**src/rtl/cam_capture_ctrl_if.sv**
```systemverilog
// Control, camera-timing and status bundle between the top level and the frame-capture sequencer.
// slave is the sequencer side; master is whoever drives the requests and camera pins.
interface cam_capture_ctrl_if #(
    parameter int PW = 8,
    parameter int LW = 7
);
    logic          start;
    logic          stop;
    logic          mode_cont;
    logic          CAM_vsync;
    logic          CAM_href;
    logic          px_wr;
    logic          cap_en;
    logic          addr_clr;
    logic          busy;
    logic          frame_done;
    logic          frame_err;
    logic [LW-1:0] line_cnt;
    logic [PW-1:0] px_cnt;
    logic [7:0]    frame_num;

    modport slave (
        input  start, stop, mode_cont, CAM_vsync, CAM_href, px_wr,
        output cap_en, addr_clr, busy, frame_done, frame_err, line_cnt, px_cnt, frame_num
    );

    modport master (
        output start, stop, mode_cont, CAM_vsync, CAM_href, px_wr,
        input  cap_en, addr_clr, busy, frame_done, frame_err, line_cnt, px_cnt, frame_num
    );
endinterface

```
**src/rtl/cam_capture_ctrl.sv**
```systemverilog
// Frame-capture sequencer: arms on start, captures whole frames between vsync edges, checks geometry.
// cap_en rises SYNC_STAGES+1 clk after the vsync fall at the pin; no backpressure, stop aborts at once.
module cam_capture_ctrl #(
    parameter int H_PIX       = 160,
    parameter int V_LINES     = 120,
    parameter int SYNC_STAGES = 2,
    parameter int PW          = $clog2(H_PIX + 1),
    parameter int LW          = $clog2(V_LINES + 1)
) (
    input  logic               clk,
    input  logic               rst,
    cam_capture_ctrl_if.slave  bus
);
    typedef enum logic [2:0] {S_IDLE, S_ARM, S_WAIT_SOF, S_CAPTURE, S_END} state_t;

    localparam logic [PW-1:0] PX_MAX = PW'(H_PIX);
    localparam logic [LW-1:0] LN_MAX = LW'(V_LINES);

    state_t                 state, state_nxt;
    logic [SYNC_STAGES-1:0] vs_sync, hr_sync;
    logic                   vs_d, hr_d;
    logic                   vs_rise, vs_fall, hr_fall;
    logic                   mode_lat, mode_nxt;
    logic                   cap_en, cap_nxt;
    logic                   addr_clr, clr_nxt;
    logic                   frame_done, done_nxt;
    logic                   frame_err, ferr_nxt;
    logic                   err_px, epx_nxt;
    logic                   err_line, eln_nxt;
    logic                   err_over, eov_nxt;
    logic [LW-1:0]          line_cnt, line_nxt;
    logic [PW-1:0]          px_cnt, px_nxt;
    logic [7:0]             frame_num, fnum_nxt;

    // vsync and href share the same depth so line and frame edges stay aligned
    always_ff @(posedge clk or negedge rst) begin
        if (!rst) begin
            vs_sync <= '0;
            hr_sync <= '0;
            vs_d    <= 1'b0;
            hr_d    <= 1'b0;
        end else begin
            vs_sync <= {vs_sync[SYNC_STAGES-2:0], bus.CAM_vsync};
            hr_sync <= {hr_sync[SYNC_STAGES-2:0], bus.CAM_href};
            vs_d    <= vs_sync[SYNC_STAGES-1];
            hr_d    <= hr_sync[SYNC_STAGES-1];
        end
    end

    assign vs_rise = vs_sync[SYNC_STAGES-1] & ~vs_d;
    assign vs_fall = ~vs_sync[SYNC_STAGES-1] & vs_d;
    assign hr_fall = ~hr_sync[SYNC_STAGES-1] & hr_d;

    always_ff @(posedge clk or negedge rst) begin
        if (!rst) begin
            state      <= S_IDLE;
            mode_lat   <= 1'b0;
            cap_en     <= 1'b0;
            addr_clr   <= 1'b0;
            frame_done <= 1'b0;
            frame_err  <= 1'b0;
            err_px     <= 1'b0;
            err_line   <= 1'b0;
            err_over   <= 1'b0;
            line_cnt   <= '0;
            px_cnt     <= '0;
            frame_num  <= '0;
        end else begin
            state      <= state_nxt;
            mode_lat   <= mode_nxt;
            cap_en     <= cap_nxt;
            addr_clr   <= clr_nxt;
            frame_done <= done_nxt;
            frame_err  <= ferr_nxt;
            err_px     <= epx_nxt;
            err_line   <= eln_nxt;
            err_over   <= eov_nxt;
            line_cnt   <= line_nxt;
            px_cnt     <= px_nxt;
            frame_num  <= fnum_nxt;
        end
    end

    always_comb begin
        state_nxt = state;
        mode_nxt  = mode_lat;
        cap_nxt   = cap_en;
        clr_nxt   = 1'b0;
        done_nxt  = 1'b0;
        ferr_nxt  = frame_err;
        epx_nxt   = err_px;
        eln_nxt   = err_line;
        eov_nxt   = err_over;
        line_nxt  = line_cnt;
        px_nxt    = px_cnt;
        fnum_nxt  = frame_num;
        case (state)
            S_IDLE: begin
                if (bus.start) begin
                    state_nxt = S_ARM;
                    mode_nxt  = bus.mode_cont;
                end
            end
            // a vsync rise first guarantees we never join a frame already in progress
            S_ARM: begin
                if (vs_rise) state_nxt = S_WAIT_SOF;
            end
            S_WAIT_SOF: begin
                if (vs_fall) begin
                    state_nxt = S_CAPTURE;
                    clr_nxt   = 1'b1;
                    cap_nxt   = 1'b1;
                    line_nxt  = '0;
                    px_nxt    = '0;
                    epx_nxt   = 1'b0;
                    eln_nxt   = 1'b0;
                    eov_nxt   = 1'b0;
                end
            end
            S_CAPTURE: begin
                if (bus.px_wr) begin
                    if (px_cnt == PX_MAX) epx_nxt = 1'b1;
                    else                  px_nxt  = px_cnt + PW'(1);
                end
                // line check sees the pixel counted in this same cycle
                if (hr_fall) begin
                    if (px_nxt != PX_MAX) eln_nxt = 1'b1;
                    px_nxt = '0;
                    if (line_cnt == LN_MAX) eov_nxt  = 1'b1;
                    else                    line_nxt = line_cnt + LW'(1);
                end
                if (vs_rise) begin
                    state_nxt = S_END;
                    cap_nxt   = 1'b0;
                    done_nxt  = 1'b1;
                    ferr_nxt  = epx_nxt | eln_nxt | eov_nxt | (line_nxt != LN_MAX);
                    fnum_nxt  = frame_num + 8'd1;
                end
            end
            S_END: begin
                state_nxt = mode_lat ? S_WAIT_SOF : S_IDLE;
            end
            default: state_nxt = S_IDLE;
        endcase
        if (bus.stop) begin
            state_nxt = S_IDLE;
            cap_nxt   = 1'b0;
            clr_nxt   = 1'b0;
            done_nxt  = 1'b0;
            ferr_nxt  = frame_err;
            fnum_nxt  = frame_num;
            line_nxt  = line_cnt;
            px_nxt    = px_cnt;
        end
    end

    assign bus.cap_en     = cap_en;
    assign bus.addr_clr   = addr_clr;
    assign bus.busy       = (state != S_IDLE);
    assign bus.frame_done = frame_done;
    assign bus.frame_err  = frame_err;
    assign bus.line_cnt   = line_cnt;
    assign bus.px_cnt     = px_cnt;
    assign bus.frame_num  = frame_num;
endmodule

```
**src/flat_wrapper.sv**
```systemverilog
// flat-port wrapper written by rule: the top's interface ports become plain ports
module cam_capture_ctrl_flat 
#(
    parameter int H_PIX       = 160,
    parameter int V_LINES     = 120,
    parameter int SYNC_STAGES = 2,
    parameter int PW          = $clog2(H_PIX + 1),
    parameter int LW          = $clog2(V_LINES + 1)
)
  (clk, rst, bus_start, bus_stop, bus_mode_cont, bus_CAM_vsync, bus_CAM_href, bus_px_wr, bus_cap_en, bus_addr_clr, bus_busy, bus_frame_done, bus_frame_err, bus_line_cnt, bus_px_cnt, bus_frame_num);
  cam_capture_ctrl_if #(.PW(PW), .LW(LW)) bus_i ();
  input  logic clk;
  input  logic rst;
  input wire logic [$bits(bus_i.start)-1:0] bus_start;
  input wire logic [$bits(bus_i.stop)-1:0] bus_stop;
  input wire logic [$bits(bus_i.mode_cont)-1:0] bus_mode_cont;
  input wire logic [$bits(bus_i.CAM_vsync)-1:0] bus_CAM_vsync;
  input wire logic [$bits(bus_i.CAM_href)-1:0] bus_CAM_href;
  input wire logic [$bits(bus_i.px_wr)-1:0] bus_px_wr;
  output wire logic [$bits(bus_i.cap_en)-1:0] bus_cap_en;
  output wire logic [$bits(bus_i.addr_clr)-1:0] bus_addr_clr;
  output wire logic [$bits(bus_i.busy)-1:0] bus_busy;
  output wire logic [$bits(bus_i.frame_done)-1:0] bus_frame_done;
  output wire logic [$bits(bus_i.frame_err)-1:0] bus_frame_err;
  output wire logic [$bits(bus_i.line_cnt)-1:0] bus_line_cnt;
  output wire logic [$bits(bus_i.px_cnt)-1:0] bus_px_cnt;
  output wire logic [$bits(bus_i.frame_num)-1:0] bus_frame_num;
  assign bus_i.start = bus_start;
  assign bus_i.stop = bus_stop;
  assign bus_i.mode_cont = bus_mode_cont;
  assign bus_i.CAM_vsync = bus_CAM_vsync;
  assign bus_i.CAM_href = bus_CAM_href;
  assign bus_i.px_wr = bus_px_wr;
  assign bus_cap_en = bus_i.cap_en;
  assign bus_addr_clr = bus_i.addr_clr;
  assign bus_busy = bus_i.busy;
  assign bus_frame_done = bus_i.frame_done;
  assign bus_frame_err = bus_i.frame_err;
  assign bus_line_cnt = bus_i.line_cnt;
  assign bus_px_cnt = bus_i.px_cnt;
  assign bus_frame_num = bus_i.frame_num;
  cam_capture_ctrl #(.H_PIX(H_PIX), .V_LINES(V_LINES), .SYNC_STAGES(SYNC_STAGES), .PW(PW), .LW(LW)) u_core (.clk(clk), .rst(rst), .bus(bus_i));
endmodule
```
**config.mk**
```make
export PLATFORM = sky130hd
export DESIGN_NAME = cam_capture_ctrl_flat
export DESIGN_NICKNAME = d
export VERILOG_FILES = /design/src/rtl/cam_capture_ctrl_if.sv /design/src/rtl/cam_capture_ctrl.sv /design/src/flat_wrapper.sv
export SDC_FILE = /design/constraint.sdc
export NUM_CORES = 1
export LEC_CHECK = 0
export ABC_AREA = 1
export CORE_ASPECT_RATIO = 1.1
export CORE_UTILIZATION = 52
export CTS_CLUSTER_DIAMETER = 200
export DETAILED_ROUTE_END_ITERATION = 10
export PLACE_DENSITY = 0.89
export SLEW_MARGIN = 20
export SYNTH_ARGS = -nofsm -noshare
export SYNTH_HDL_FRONTEND = slang
export SYNTH_SLANG_ARGS = --single-unit
```
**constraint.sdc**
```tcl
create_clock -name clk -period 1.73 [get_ports clk]
set_input_delay 0.173 -clock clk [delete_from_list [all_inputs] [get_ports clk]]
set_output_delay 0.173 -clock clk [all_outputs]
set_load 0.02 [all_outputs]
```
# --- After elaboration in Yosys (flattened, before gate mapping) ---
# Index checks and enable logic that the tools add are counted.
word_totals:
  regBits: 40
  input_bits: 8
  output_inout_bits: 28
  elab_cells: 93
op_classes:
  add_sub_neg: 3
  eq_ne: 13
  n_mux: 41
  n_bitwise: 10
  n_reduce_logical: 10
op_table:
  columns: ["operator", "n"]
  rows:
  - ["$mux W8", 5]
  - ["$mux W7", 4]
  - ["$mux W1", 19]
  - ["$add A8 B1 Y8 const B", 2]
  - ["$pmux W8 S2", 1]
  - ["$mux W3", 5]
  - ["$pmux W3 S5", 1]
  - ["$pmux W7 S2", 1]
  - ["$ne A3 B2 Y1 const B", 3]
  - ["$reduce_and A3 Y1", 3]
  - ["$eq A8 B8 Y1 const B", 1]
  - ["$ne A8 B8 Y1 const B", 1]
  - ["$pmux W1 S2", 4]
  - ["$add A7 B1 Y7 const B", 1]
  - ["$eq A7 B7 Y1 const B", 1]
  - ["$ne A7 B7 Y1 const B", 1]
  - ["$eq A3 B2 Y1 const B", 2]
  - ["$reduce_bool A3 Y1", 2]
  - ["$not A1 Y1", 4]
  - ["$reduce_and A2 Y1", 2]
  - ["$reduce_and A4 Y1", 1]
  - ["$and A1 B1 Y1", 3]
  - ["$eq A3 B1 Y1 const B", 1]
  - ["$eq A3 B3 Y1 const B", 1]
  - ["other kinds (6)", 8]

# --- Longest topological paths before layout ---
# Gate-level depths: netlist (run 1).
logic_depth:
  word_depth: 11
  mapped_depth: 14
  depth_no_buf: 14

# --- Worst setup path before layout (run 1) ---
# Ideal clock, no wire load.
synth_path:
  kind: "flip-flop to flip-flop"
  start: "reg u_core.line_cnt[0], in the netlist u_core.bus.line_cnt[0]"
  end: "reg u_core.frame_err, in the netlist u_core.bus.frame_err"
  setup_ns: 0.116
  arrival_time_ns: 1.515
  t_required_ns: 1.614
  setup_slack_ns: 0.099
  path_stages_with_launch: 13
  n_path_buf: 0
  synth_period_minus_slack_ns: 1.631
  path_cell_list: "dfrtp_1 -> inv_1 -> ha_1 -> inv_1 -> nand2_1 -> nand2_1 -> nand3_2 -> nor2_1 -> nand2_1 -> nor2_2 -> nand4_1 -> nor2_1 -> nor2_1"
synth_via:
  elab_chain_cells: 6
  elab_cells_between_ends: 11
  cone_classes: "add/sub (1); eq/ne (2); mux (6); bitwise (2)"
synth_rtl:
  columns: ["element", "line", "text"]
  rows:
  - ["start, declared", "cam_capture_ctrl.sv:31", "logic [LW-1:0] line_cnt, line_nxt;"]
  - ["start signal, assigned", "cam_capture_ctrl.sv:78", "line_cnt <= line_nxt;"]
  - ["$add A7 B1 Y7 or $eq A7 B7 Y1 (tied branches)", "cam_capture_ctrl.sv:130, cam_capture_ctrl.sv:129", null]
  - ["$mux W7 or $mux W1 (tied branches)", "cam_capture_ctrl.sv:129", "if (line_cnt == LN_MAX) eov_nxt = 1'b1;"]
  - ["$mux W7 or $mux W1 (tied branches)", "cam_capture_ctrl.sv:126", "if (hr_fall) begin"]
  - ["$mux W7 or $mux W1 (tied branches)", "cam_capture_ctrl.sv:97", "case (state)"]
  - ["$ne A7 B7 Y1 or $or A1 B1 Y1 (tied branches)", "cam_capture_ctrl.sv:136", "ferr_nxt = epx_nxt | eln_nxt | eov_nxt | (line_nxt != LN_MAX);"]
  - ["$or A1 B1 Y1 (*)", "cam_capture_ctrl.sv:136", null]
  - ["end signal, assigned", "cam_capture_ctrl.sv:74", "frame_err <= ferr_nxt;"]
  - ["end, declared", "cam_capture_ctrl.sv:27", "logic frame_err, ferr_nxt;"]
# Every way passes the cells marked *; elsewhere a longest branch is shown, timed or not. The select of a mux whose other input is x is not followed.
# A chain may end at the register's enable or synchronous reset.

# --- Worst setup path after layout (run 1) ---
layout_path:
  start: "reg u_core.px_cnt[1], in the netlist u_core.bus.px_cnt[1]"
  end: "reg u_core.frame_err, in the netlist u_core.bus.frame_err"
layout_via:
  elab_chain_cells: 11
  elab_cells_between_ends: 15
  cone_classes: "add/sub (1); eq/ne (2); mux (9); bitwise (3)"
layout_rtl:
  columns: ["element", "line", "text"]
  rows:
  - ["start, declared", "cam_capture_ctrl.sv:32", "logic [PW-1:0] px_cnt, px_nxt;"]
  - ["start signal, assigned", "cam_capture_ctrl.sv:79", "px_cnt <= px_nxt;"]
  - ["$add A8 B1 Y8 or $eq A8 B8 Y1 (tied branches)", "cam_capture_ctrl.sv:123, cam_capture_ctrl.sv:122", null]
  - ["$mux W8", "cam_capture_ctrl.sv:122", "if (px_cnt == PX_MAX) epx_nxt = 1'b1;"]
  - ["$mux W8", "cam_capture_ctrl.sv:121", "if (bus.px_wr) begin"]
  - ["$mux W8", "cam_capture_ctrl.sv:97", null]
  - ["$ne A8 B8 Y1", "cam_capture_ctrl.sv:127", "if (px_nxt != PX_MAX) eln_nxt = 1'b1;"]
  - ["$mux W1", "cam_capture_ctrl.sv:127", null]
  - ["$mux W1", "cam_capture_ctrl.sv:126", null]
  - ["$mux W1", "cam_capture_ctrl.sv:97", null]
  - ["$or A1 B1 Y1 (*) (3 in series)", "cam_capture_ctrl.sv:136", null]
# Marks and branches as above.

==> flow_summary.toml, run 1 <==
[clock_tree]
cts_tree = "yes"
cts_buffer_depth = 2
htreeDepth = 2
clock-sinks = 40
root_buffer = "clkbuf_8"
insertion_delay_ns = 0.29
clk_pin_slew_ns = 0.07
cts_buffers = 5

[yosys]
synth_area_leader_cell = "dfrtp_1"
synthCells = 258
synth_nets = 271
synthSimpleGateAreaFrac = 0.274
ys_seq_area_frac = 0.474
synth-compound-area-share = 0.0865
ys_types = 31
syn_avg_cell_area_um2 = 8.18
ys_seq_elements = 40
synthMuxAreaShare = 0.00533
synth-xor-area-share = 0.0415
synthTopCellsByArea = "dfrtp_1 (47%), nand2_1 (12%), inv_1 (7.1%), nand3_1 (5.0%), nor2_1 (3.4%)"
synthAdderAreaFrac = 0.0296
synth_area_um2 = 2110
yosys_warnings = 0
synth_top_family_by_area = "simple AND/OR/NAND/NOR gates"
yosysTopAreaCellShare = 0.474

[place]
pre_cts_slack_ns = 0.00926
gp_congestion = 0.924
port_buffers = 35
dp_hpwl_mm = 3.29

[timing]
fmax_mhz = 595
rsz0062_at_grt = "yes"
maxSlewViolCount = 0
setup_slack_ns = 0.0501
min_period_over_period = 0.971
whs_ns = 0.334
slew_headroom = 0.703
tns_ns = 0
finalSetupViolCount = 0
hold_viol = 0
fin_crit_ns = 1.68
clock_skew_ns = 0.00641
tightest_slew_ns = 0.445

[power_and_ir_drop]
max-vdd-ir-drop_v = 0.000773
leakagePower_nw = 1.33
power_density_nw_per_um2 = 1310

[setup_path]
max_stage_delay_ns = 0.41
cp_cell_sequence = "inv_2 > ha_1 > nand2_1 > nor2_2 > nand2_1 > nand2_1 > nand2_1 > nand3_1 > nor2_1 > nand2_1 > nand2_2 > nand2_1 > nor2_1 > nor2_1"
crit_fanout = 4
crit_type = "flop to flop"
cpLargestDelayFamily = "simple AND/OR/NAND/NOR gates"
endpoint_kind = "flop"
slowest_stage = "dfrtp_1"
crit_path_start_kind = "flop"
crit_arrival_ns = 1.87
critPathBufInv = 1
cp.required_ns = 1.92
crit_top_cell = "nand2_1"

[route]
wl_per_cell_um = 13.3
viasPerCell = 5.27
dr.pass1.iters = 7
wl_mm = 4.79
drt_iter0_markers = 196
ant_nets = 0
drc = 0
num_vias = 1903

[run]
maxCapViolCount = 0

[finish]
final_cell_mix = "nand2_1 (61), dfrtp_1 (38), inv_1 (36)"
final_core_util = 0.736
areaGrowthSynthToFinish_pct = 31.5
drive_gt1_frac = 0.190
nNetsFinal = 323
insertedDiodeCount = 0
regArea_um2 = 1000
nFillCells = 275
multi_input_area_um2 = 1000
final_common_cell = "nand2_1"

[floorplan]
dieArea_um2 = 4320
initial_core_util = 0.560
ios = 36
die_y_um = 68.8
coreArea_um2 = 3770
num_rows = 23
die_x_um = 62.7

[outcome]
status = "finished clean"

[global_route]
gr-total-overflow = 0
grt_pass1_wl_mm = 7.65
grtUsageTotal = 0.237
grt_pass1_vias = 1734
grt_max_degree = 24
antenna_found_initial = 0

[min_path]
hold_path.class = "primary input to flop"
path summary, 6_finish.rpt:
kind / startpoint / end / slack, ns / cells past startpoint
setup / recovery: u_core.bus.px_cnt[1]$_DFFE_PN0P_ / u_core.bus.frame_err$_DFFE_PN0P_ / 0.05 / 14
hold / removal: bus_CAM_vsync / u_core.vs_sync[0]$_DFF_PN0_ / 0.33 / 1
setup reg to reg: u_core.bus.px_cnt[1]$_DFFE_PN0P_ / u_core.bus.frame_err$_DFFE_PN0P_ / 0.05 / 14
hold reg to reg: u_core.vs_sync[0]$_DFF_PN0_ / u_core.vs_sync[1]$_DFF_PN0_ / 0.35 / 0
max in group asynchronous: rst / u_core.bus.px_cnt[2]$_DFFE_PN0P_ / 0.91 / 3
min in group asynchronous: rst / u_core.err_over$_DFFE_PN0P_ / 0.34 / 2
routing by layer:
layer / routed length (um) / vias to the layer above / share of wire / global-route usage
met4: 128 / 0 / 0.027 / 0.134
met3: 322 / 15 / 0.067 / 0.0559
met5: 0 / - / 0 / 0
met1: 2020 / 877 / 0.42 / 0.290
li1: - / 925 / - / -
met2: 2320 / 86 / 0.48 / 0.391
power by group:
group | switching (mW) | leakage (nW) | internal [mW] | total [mW]
clock network | 0.304 | 0.0455 | 0.325 | 0.629
logic | 0.920 | 0.756 | 0.699 | 1.62
registers | 0.235 | 0.525 | 1.15 | 1.38
metrics by stage:
step	power, mW	area (um2)	std cells
final	3.63	2780	361
after global routing	3.87	2780	361
after CTS	3.45	2670	357
after detailed placement	2.81	2570	348
after global placement	2.78	2570	348
after floorplan	2.21	2110	258
state kept, by name, indices dropped and copies added (netlist names), 2 cells and up:
name / count
u_core.bus.frame_num: 8
u_core.bus.px_cnt: 8
u_core.bus.line_cnt: 7
u_core.state: 3
u_core.vs_sync: 2
u_core.hr_sync: 2
Yosys cell counts:
master     n
a21oi_1    5
a22oi_1    1
buf_4      1
buf_6      1
clkbuf_2   1
clkinv_2   1
dfrtp_1   40
ha_1       5
inv_1     40
inv_2      2
mux2_2     1
nand2_1   65
nand2_2    1
nand3_1   21
nand3_2    3
nand3b_1   1
nand4_1    2
nand4_2    1
nand4_4    1
nor2_1    19
nor2_2     3
nor2_4     3
nor3_1     2
o21ai_0   14
o21ai_1    3
o21bai_1   1
o22ai_1    8
o31ai_1    1
or2_2      1
xnor2_1    6
xor2_1     4
final cells by class:
cell class | count | share of cell area
inverters | 43 | 0.0586
multi-input cells | 172 | 0.360
well taps | 50 | 0.0225
repair buffers | 48 | 0.165
flip-flops and latches | 40 | 0.362
clock buffers | 8 | 0.0325
logic make-up (layout without fill, tap and decap cells):
| logic type | Yosys count | in the layout |
|---|---|---|
| multiplexers | 1 | 1 |
| XOR/XNOR | 10 | 10 |
| flip-flops | 40 | 40 |
| buffers and inverters | 46 | 99 |
| AND/OR/NAND/NOR | 123 | 123 |
| AO/OA/AOI/OAI | 33 | 33 |
| adder cells (fa/ha/maj) | 5 | 5 |
timing repair:
action                                 in CTS  in global routing
setup endpoints to repair                   1                  3
endpoints found under the hold margin      17                  0
setup buffers                               0                  4
pin swaps                                   0                  8
hold buffers                                1                  0
gates cloned                                0                  0
gates resized for setup                     1                 29
Power figures use the tool's default switching activity.
==> run 2: changes to the inputs <==
--- a/config.mk
+++ b/config.mk
@@ -7,11 +7,11 @@
 export LEC_CHECK = 0
 export ABC_AREA = 1
 export CORE_ASPECT_RATIO = 1.1
-export CORE_UTILIZATION = 52
+export CORE_UTILIZATION = 50
 export CTS_CLUSTER_DIAMETER = 200
 export DETAILED_ROUTE_END_ITERATION = 10
-export PLACE_DENSITY = 0.89
-export SLEW_MARGIN = 20
+export PLACE_DENSITY = 0.86
+export SLEW_MARGIN = 15
 export SYNTH_ARGS = -nofsm -noshare
 export SYNTH_HDL_FRONTEND = slang
 export SYNTH_SLANG_ARGS = --single-unit
==> flow_summary.toml, run 2 (synthesis results as in run 1) <==
[setup_path]
crit_fanout = 3
max_stage_delay_ns = 0.41
crit_top_cell = "nor2_1"
endpoint_kind = "flop"
cp.required_ns = 1.92
crit_path_start_kind = "flop"
cpLargestDelayFamily = "simple AND/OR/NAND/NOR gates"
cp_cell_sequence = "inv_2 > ha_4 > inv_2 > nand2_2 > nand2_2 > nand3_2 > nor2_1 > nand2_1 > nor2_2 > nand4_1 > nor2_1 > nor2_1"
crit_type = "flop to flop"
slowest_stage = "dfrtp_1"
critPathBufInv = 2
crit_arrival_ns = 1.92

[global_route]
grtUsageTotal = 0.219
gr-total-overflow = 0
grt_pass1_vias = 1757
antenna_found_initial = 0
grt_pass1_wl_mm = 7.38
grt_max_degree = 41

[clock_tree]
root_buffer = "clkbuf_8"
htreeDepth = 2
clock-sinks = 40
cts_buffers = 5
insertion_delay_ns = 0.30
cts_buffer_depth = 2
clk_pin_slew_ns = 0.08
cts_tree = "yes"

[route]
ant_nets = 0
wl_per_cell_um = 13.6
drc = 0
num_vias = 1976
viasPerCell = 5.37
dr.pass1.iters = 5
drt_iter0_markers = 139
wl_mm = 5.02

[floorplan]
ios = 36
num_rows = 24
dieArea_um2 = 4490
die_x_um = 64.0
initial_core_util = 0.529
die_y_um = 70.1
coreArea_um2 = 3990

[finish]
nNetsFinal = 328
nFillCells = 278
drive_gt1_frac = 0.231
areaGrowthSynthToFinish_pct = 35.4
final_common_cell = "nand2_1"
reg_top3 = "u_core.bus.frame_num: 8 flops, u_core.bus.px_cnt: 8 flops, u_core.bus.line_cnt: 7 flops"
insertedDiodeCount = 0
final_cell_mix = "nand2_1 (57), dfrtp_1 (39), inv_1 (35)"
fin_cells = 368
regArea_um2 = 1000
multi_input_area_um2 = 1050
final_core_util = 0.716

[timing]
maxSlewViolCount = 0
min_period_over_period = 0.998
tns_ns = 0
finalSetupViolCount = 0
slew_headroom = 0.674
fin_crit_ns = 1.73
hold_viol = 0
tightest_slew_ns = 0.489
fmax_mhz = 579
clock_skew_ns = 0.0131

[power_and_ir_drop]
max-vdd-ir-drop_v = 0.00105
leakagePower_nw = 1.36
p_int_mw = 2.28
pwr-share-comb = 0.475
seqPwrFrac = 0.357
swShare = 0.408
p_clk_frac = 0.168
power_density_nw_per_um2 = 1350
p_sw_mw = 1.57

[place]
port_buffers = 35
placedCellCount = 347
dp_hpwl_mm = 3.11
gp_congestion = 0.875

[outcome]
status = "finished clean"

[run]
maxCapViolCount = 0

[min_path]
hold_path.class = "primary input to flop"
==> run 2: changes by cell type in the layout (fill, tap and decap cells not counted), moves of 3 or more <==
cell	change
buf_4	+5
nand3_2	+5
nand2_1	-4
nand2_2	+4
nand3_1	-4
ha_1	-3
ha_4	+3
nor2_2	-3
==> run 2: final timing paths <==
path / cells past startpoint / to / slack (ns) / startpoint
min in group asynchronous: 3 / u_core.bus.line_cnt[5]$_DFFE_PN0P_ / 0.45 / rst
setup / recovery: 12 / u_core.bus.frame_err$_DFFE_PN0P_ / 0.003 / u_core.bus.line_cnt[1]$_DFFE_PN0P_
setup reg to reg: 12 / u_core.bus.frame_err$_DFFE_PN0P_ / 0.003 / u_core.bus.line_cnt[1]$_DFFE_PN0P_
hold / removal: 1 / u_core.vs_sync[0]$_DFF_PN0_ / 0.32 / bus_CAM_vsync
max in group asynchronous: 3 / u_core.bus.px_cnt[0]$_DFFE_PN0P_ / 0.91 / rst
hold reg to reg: 0 / u_core.hr_sync[1]$_DFF_PN0_ / 0.35 / u_core.hr_sync[0]$_DFF_PN0_
==> run 2: worst reg2reg max path: cells and delay by family (launching register included) <==
| family | cells | cell delay [ns] |
|---|---|---|
| flip-flops | 1 | 0.41 |
| buffers and inverters | 2 | 0.17 |
| AND/OR/NAND/NOR | 9 | 0.81 |
| adder cells (fa/ha/maj) | 1 | 0.22 |
==> run 2: timing repair <==
item	4_1_cts	5_1_grt
setup buffers	2	10
endpoints found under the setup margin	2	2
pin swaps	1	19
hold buffers	1	0
hold endpoints to repair	40	0
resized for setup	3	36
==> run 2: layer usage <==
| metal | global-route usage | share of wire |
|---|---|---|
| met1 | 0.268 | 0.40 |
| met2 | 0.340 | 0.51 |
| met3 | 0.0637 | 0.068 |
| met4 | 0.129 | 0.021 |
| met5 | 0 | 0 |
==> run 2: area by class of cell <==
type | count | area share
Sequential cell | 40 | 0.351
Timing Repair Buffer | 53 | 0.170
Multi-Input combinational cell | 172 | 0.368
Clock buffer | 6 | 0.0289
Tap cell | 52 | 0.0228
Clock inverter | 2 | 0.00350
Inverter | 43 | 0.0569
==> run 2: per-stage QoR <==
stage	total power, mW	hold slack (ns)	setup slack [ns]	instance area [um2]
finish	3.85	0.316	0.00288	2860
detailed placement	2.79	0.261	-0.0719	2530
CTS	3.47	0.302	0.000472	2650
global route	4.08	0.305	-0.0445	2860
floorplan	2.21	-0.123	0.0992	2110
global placement	2.74	0.257	0.0478	2530
==> run 2: power by group through the flow <==
stage | registers [mW] | clock network (mW) | logic [mW]
floorplan | 1.54 | 0 | 0.671
global placement | 1.37 | 0 | 1.37
detailed placement | 1.38 | 0 | 1.41
CTS | 1.36 | 0.660 | 1.46
global route | 1.41 | 0.700 | 1.97
finish | 1.37 | 0.648 | 1.83
